**config.mk**
```make
export PLATFORM = sky130hd
export DESIGN_NAME = cpu_sequencer
export DESIGN_NICKNAME = d
export VERILOG_FILES = /design/src/rtl/cpu_sequencer.sv
export SDC_FILE = /design/constraint.sdc
export NUM_CORES = 1
export LEC_CHECK = 0
export ABC_CLOCK_PERIOD_IN_PS = 3300
export CORE_MARGIN = 3
export CORE_UTILIZATION = 45
export DETAILED_ROUTE_END_ITERATION = 10
export GPL_ROUTABILITY_DRIVEN = 0
export HOLD_SLACK_MARGIN = 0.12
export MAX_ROUTING_LAYER = met4
export PLACE_DENSITY = 0.83
export SYNTH_ARGS = -nofsm -noshare
export SYNTH_HDL_FRONTEND = slang
export SYNTH_SLANG_ARGS = --single-unit
```
**constraint.sdc**
```tcl
create_clock -name clk -period 3.3 [get_ports clk]
set_input_delay 0.66 -clock clk [delete_from_list [all_inputs] [get_ports clk]]
set_output_delay 0.66 -clock clk [all_outputs]
set_load 0.1 [all_outputs]
```
**src/rtl/cpu_sequencer.sv**
```systemverilog
// Instruction-cycle sequencer for a small 8-bit CPU: reset-vector load, opcode fetch,
// operand fetch for IMP/IMM/ZP/ABS modes, memory access and execute strobes.
module cpu_sequencer (
  input  logic        clk,
  input  logic        rst,
  input  logic        rdy,
  input  logic [7:0]  data,
  input  logic [15:0] pc,
  input  logic [2:0]  addr_mode,
  input  logic        is_store,
  output logic [15:0] addr,
  output logic        pc_load,
  output logic [15:0] pc_load_val,
  output logic        pc_inc,
  output logic [7:0]  ir,
  output logic [7:0]  operand,
  output logic        reg_wr_en,
  output logic        mem_we,
  output logic        sync,
  output logic        illegal,
  output logic [2:0]  state
);

  localparam int unsigned AW = 16;
  localparam int unsigned DW = 8;

  localparam logic [2:0] MODE_IMP = 3'd0;
  localparam logic [2:0] MODE_IMM = 3'd1;
  localparam logic [2:0] MODE_ZP  = 3'd2;
  localparam logic [2:0] MODE_ABS = 3'd3;

  localparam logic [AW-1:0] VEC_LO_ADDR = 16'hFFFC;
  localparam logic [AW-1:0] VEC_HI_ADDR = 16'hFFFD;
  localparam logic [DW-1:0] IR_RESET    = 8'hEA;

  typedef enum logic [2:0] {
    VEC_LO = 3'd0,
    VEC_HI = 3'd1,
    FETCH  = 3'd2,
    OP_LO  = 3'd3,
    OP_HI  = 3'd4,
    MEM    = 3'd5,
    EXEC   = 3'd6
  } state_t;

  state_t        st;
  logic [DW-1:0] vec_lo;
  logic [DW-1:0] opnd_lo;
  logic [DW-1:0] opnd_hi;
  logic          go;

  assign state = st;

  // Strobes only fire when memory is ready and reset is not pending.
  assign go = rdy & ~rst;

  // Address and strobe decode; encoding 7 falls into the VEC_LO default.
  always_comb begin
    addr        = pc;
    sync        = 1'b0;
    pc_load     = 1'b0;
    pc_inc      = 1'b0;
    reg_wr_en   = 1'b0;
    mem_we      = 1'b0;
    illegal     = 1'b0;
    pc_load_val = {data, vec_lo};
    case (st)
      VEC_HI: begin
        addr    = VEC_HI_ADDR;
        pc_load = go;
      end
      FETCH: begin
        sync   = 1'b1;
        pc_inc = go;
      end
      OP_LO: begin
        if (addr_mode[2]) begin
          illegal = go;
        end else if (addr_mode != MODE_IMP) begin
          pc_inc = go;
        end
      end
      OP_HI: begin
        pc_inc = go;
      end
      MEM: begin
        addr   = (addr_mode == MODE_ZP) ? {8'h00, opnd_lo} : {opnd_hi, opnd_lo};
        mem_we = go & is_store;
      end
      EXEC: begin
        reg_wr_en = go;
      end
      default: begin
        addr = VEC_LO_ADDR;
      end
    endcase
  end

  // State and datapath registers; everything holds while rdy is low.
  always_ff @(posedge clk or posedge rst) begin
    if (rst) begin
      st      <= VEC_LO;
      ir      <= IR_RESET;
      operand <= '0;
      vec_lo  <= '0;
      opnd_lo <= '0;
      opnd_hi <= '0;
    end else if (rdy) begin
      case (st)
        VEC_HI: st <= FETCH;
        FETCH: begin
          ir <= data;
          st <= OP_LO;
        end
        OP_LO: begin
          case (addr_mode)
            MODE_IMM: begin
              operand <= data;
              opnd_lo <= data;
              st      <= EXEC;
            end
            MODE_ZP: begin
              operand <= data;
              opnd_lo <= data;
              st      <= MEM;
            end
            MODE_ABS: begin
              operand <= data;
              opnd_lo <= data;
              st      <= OP_HI;
            end
            default: st <= EXEC;
          endcase
        end
        OP_HI: begin
          opnd_hi <= data;
          st      <= MEM;
        end
        MEM: begin
          if (is_store) begin
            st <= FETCH;
          end else begin
            operand <= data;
            st      <= EXEC;
          end
        end
        EXEC: st <= FETCH;
        default: begin
          vec_lo <= data;
          st     <= VEC_HI;
        end
      endcase
    end
  end

endmodule
```
-- After elaboration in Yosys (flattened, before gate mapping)
Cells that the tools add are included.
- eq/ne operators: 11
- mux-type cells: 17
- bitwise operators: 4
- reduce and logical (&&, ||, !) cells: 12
- operators by type and width (cell ; count):
    one-hot mux 16 bit (3 select lines) ; 1
    2-to-1 mux 16 bit ; 1
    2-to-1 mux 8 bit ; 2
    one-hot mux 8 bit (2 select lines) ; 1
    one-hot mux 3 bit (5 select lines) ; 1
    equality test 3 x 2 -> 1 bit, second input constant ; 4
    equality test 3 bit, second input constant ; 3
    2-to-1 mux 1 bit ; 8
    equality test 3 x 1 -> 1 bit, second input constant ; 2
    AND reduction 2 bit ; 3
    OR reduction 6 bit ; 1
    inequality test 2 bit, second input constant ; 2
    one-hot mux 2 bit (2 select lines) ; 1
    AND reduction 4 bit ; 1
    OR reduction 2 bit ; 2
    OR reduction 4 bit ; 1
    2-to-1 mux 3 bit ; 1
    AND reduction 3 bit ; 1
    nonzero test 3 bit ; 1
    OR reduction 3 bit ; 1
    AND 1 bit ; 2
    inverter 1 bit ; 2
    one-hot mux 1 bit (2 select lines) ; 1
    nonzero test 2 bit ; 1
- register bits after elaboration: 43
- input port bits: 31
- output and inout bits: 57
- word-level logic and storage cells: 50

-- Logic depth before layout (Yosys ltp)
- depth after elaboration: 5
- depth in mapped cells: 6
- gate-level depth less buffers: 4

-- Worst setup path before layout
Ideal clock, no wire load.
- path kind: reg-to-output
- start: register st[2] (netlist: state[2])
- end: output port illegal
- arrival: 4426 ps
- data required time: 2640 ps
- setup slack: -1786 ps
- cell stages (with the launch flop): 6
- path buffers: 3
- cell sequence: dfrtp_1 buf_2 nand2b_4 buf_2 buf_1 nor4_1
- longest elaborated chain between the ends: 2
- RTL lines (element ; line ; RTL):
    from (decl) ; 46 ; state_t st;
    from (signal assigned) ; 102 ; st <= VEC_LO;
    from (signal assigned) ; 110 ; VEC_HI: st <= FETCH;
    from (signal assigned) ; 113 ; st <= OP_LO;
    equality test 3 x 2 -> 1 bit ; 67 ; case (st)
    2-to-1 mux 1 bit ; 67 ;
    to (decl) ; 20 ; output logic illegal,
No other way between the ends.

-- Worst setup path in the final report
- start: register st[2] (netlist: state[2])
- end: output port addr[10]
- longest elaborated chain between the ends: 3
- elaborated cells between the ends (all ways): 8
- classes of those cells: eq/ne: 6; mux: 1; reduce/logical: 1
- RTL lines (element ; line ; RTL):
    equality test 3 x 2 -> 1 bit / equality test 3 bit (equally long branches) ; 67 ;
    OR reduction 4 bit (no line) ; -- ;
    one-hot mux 16 bit (3 select lines) * ; 67 ;
    to (decl) ; 11 ; output logic [15:0] addr,
Mark *: on every way between the ends. The rest lies on a longest branch, timed or not.

==> impl_results.md <==
* Result of the run: finished, final reports clean
* Clock sink count at 43
* Via count of the first global-routing pass at 1921
* Routed wire length at 6190 µm
* Wire length of the first global-routing pass at 10200 µm
* ANT nets after route at 0
* Post-synth EDFFs at 0
* Most frequent standard cell in the layout excluding fill and tap cells: sky130_fd_sc_hd__buf_4
* Bufs and invs on worst path at 2
* Number of vias after detailed routing at 1871
* CP peak stage delay at 0.84 ns
* Area share of the leading cell type in the synthesized netlist at 0.427
* Core Box Area at 4560 µm²
* Top delay family on crit path: simple AND/OR/NAND/NOR gates
* Worst path slowest cell: sky130_fd_sc_hd__nor2_2
* FFs w/ async S/R, synth at 1.00
* CP max FO at 17
* Slack of the worst reg-to-reg path at 1.05 ns
* Post-Syn Nets at 234
* DRC marker count from the first detailed-route iteration at 169
* Beginning of the critical path: state[2]
* DRC violations left at 0
* Required time of the critical path at 2.64 ns
* Port buffer count at 87
* Max Cap Violations at 0
* Total count of max-transition violations in the final report at 0
* Worst Min Path Start: operand[3]
* Final period util at 0.932
* Busiest layer in global routing: met2
* Remaining global-route overflow at 0
* Met2 Usage GRT at 0.377
* Cell taking the most area after synthesis: sky130_fd_sc_hd__dfrtp_1
* Length of the first detailed-routing pass in iterations at 6
* Routed via count divided by cell count at 5.36
* Average cell area after synthesis at 11.0 µm²
* DPL Wire Length at 4510 µm
* Area of the mapped netlist at 2220 µm²
* CP Capture Type: output pin
* H-tree depth at 2
* CTS Hold Bufs at 0
* Number of unique standard cell types used by synthesis at 33
* Count of standard-cell rows at 24
* Final number of setup-violating endpoints at 0
* Area enclosed by the die boundary at 5820 µm²
* Instance count of the mapped netlist at 203
* Kind of start point of the critical path: flop
* Clock transition at the registers of the reported paths at 0.09 ns
* Fraction of met3 tracks used by global routing at 0.0591
* Number of filler instances in the final layout at 314
* Met1 demand-to-capacity share in global routing at 0.284
* Final #Nets at 314
* Diodes inserted at 0
* Postcts setup bufs at 0
* Die W at 76.3 µm
* Routed wirelength normalized by instance count at 17.7 µm
* Ports at 88
* Maximum operating frequency at 325 MHz
* Post-Route Setup TNS at 0 ns
* Bufs on Longest Clock Path at 2
* Fraction of the yosys area taken by sequential cells at 0.487
* Critical Path AT at 2.41 ns
* Chip Height at 76.3 µm
* Fraction of layout cells with a size suffix above 1 at 0.479
* Clock network latency to the later pin of the worst-skew pair at 0.30 ns
* Chain of cells forming the critical path: inv_1 -> nor2_2 -> a221oi_4 -> buf_12
* Top_reg_cell synth: sky130_fd_sc_hd__dfrtp_1
* Max transition margin at 0.310
* TritonCTS buffer count at 5
* Class of the tightest hold or removal check: flop to flop
* Maximum number of pins on one net before global-route repair at 27
* Flop and latch count out of synthesis at 43
* Transition time of the tightest slew-check pin at 1.03 ns
* Number of resized instances in the post-cts repair step at 0
* Clock skew after layout at 0.0125 ns
* Type of the setup path with the least slack: flop to output pin
* Most area-consuming cells after synthesis: sky130_fd_sc_hd__dfrtp_1, sky130_fd_sc_hd__mux2_2, sky130_fd_sc_hd__dfstp_2, sky130_fd_sc_hd__nor2_1, sky130_fd_sc_hd__mux2_1
* Origin of the critical flop-to-flop path: state[2]
* Final worst path period need at 3.07 ns
* Final hold violations at 0
* Global routing usage summed across all routing layers at 0.228
* Clock tree from TritonCTS: yes
* CTS Root Cell: sky130_fd_sc_hd__clkbuf_8
* Synthesis warning total at 0
* Commonest non-fill, non-tap cells in the layout: sky130_fd_sc_hd__buf_4, sky130_fd_sc_hd__dfrtp_1, sky130_fd_sc_hd__mux2_2, sky130_fd_sc_hd__clkdlybuf4s50_1, sky130_fd_sc_hd__nor2_1
* RSZ-0062 raised after global routing: no
* Area Growth Syn to Fin at 60.7%
* Initial antenna violation count at 0
* Starting density of the core at 0.487
[synth_stat cells (2+ instances only)]
| library cell | number |
|---|---|
| sky130_fd_sc_hd__dfrtp_1 | 38 |
| sky130_fd_sc_hd__buf_2 | 5 |
| sky130_fd_sc_hd__a221oi_1 | 8 |
| sky130_fd_sc_hd__nand2_1 | 12 |
| sky130_fd_sc_hd__a21oi_1 | 13 |
| sky130_fd_sc_hd__nor2_1 | 26 |
| sky130_fd_sc_hd__nor3_1 | 4 |
| sky130_fd_sc_hd__o21ai_0 | 4 |
| sky130_fd_sc_hd__nand2b_1 | 4 |
| sky130_fd_sc_hd__mux2_2 | 31 |
| sky130_fd_sc_hd__inv_1 | 7 |
| sky130_fd_sc_hd__buf_4 | 9 |
| sky130_fd_sc_hd__o32a_1 | 2 |
| sky130_fd_sc_hd__o22ai_1 | 7 |
| sky130_fd_sc_hd__clkbuf_1 | 4 |
| sky130_fd_sc_hd__mux2_1 | 8 |
| sky130_fd_sc_hd__dfstp_2 | 5 |
[kinds of logic (layout without fill, tap and decap cells)]
kind of cell              Yosys count  after routing  share of synthesized area
muxes                              39             39                      0.197
AOI/OAI and AO/OA                  37             37                      0.112
and+or+nand+nor                    57             57                      0.138
DFF                                43             43                      0.487
buffers and inverters              26            107                     0.0619
xor gates and xnor gates            1              1                    0.00394
[layout make-up]
class	instances	area (µm²)	area share
well taps	65	81.3	0.0227
clock buffers	6	72.6	0.0203
multi-input cells	134	1270	0.355
flip-flops and latches	43	1080	0.303
repair buffers	92	1030	0.288
inverters	7	26.3	0.00735
clock inverters	2	12.5	0.00350
[final timing paths]
check | endpoint | cells past startpoint
worst max-delay path | addr[10] | 4
worst min-delay path | operand[3] | 1
worst max register to register | opnd_lo[2] | 3
worst min register to register | operand[3] | 1
max in group asynchronous | ir[7] | 3
min in group asynchronous | state[2] | 2
[layer usage]
metal | routed length, µm | part of all wire | vias up
li1 | - | - | 872
met5 | 0 | 0 | -
met2 | 3060 | 0.49 | 65
met1 | 2780 | 0.45 | 932
met4 | 17 | 0.0027 | 0
met3 | 339 | 0.055 | 2
[per-stage QoR]
step	worst slack [ns]	util	instances	hold slack (ns)	instance area, µm²
final	0.226	0.783	349	0.495	3580
after global routing	0.123	0.783	349	0.511	3580
after CTS	0.240	0.783	349	0.498	3580
after detailed placement	0.251	0.765	341	0.480	3490
after global placement	0.316	0.765	341	0.471	3490
after floorplan	-0.610	-	203	0.481	2490
[flip-flops by register name, summed over array words and instances, names as in the netlist]
name / cells
ir: 8
operand: 8
opnd_hi: 8
opnd_lo: 8
vec_lo: 8
state: 3
Power is not shown: default switching activity piles up to over one toggle a cycle in this logic, so the estimate is an artifact.
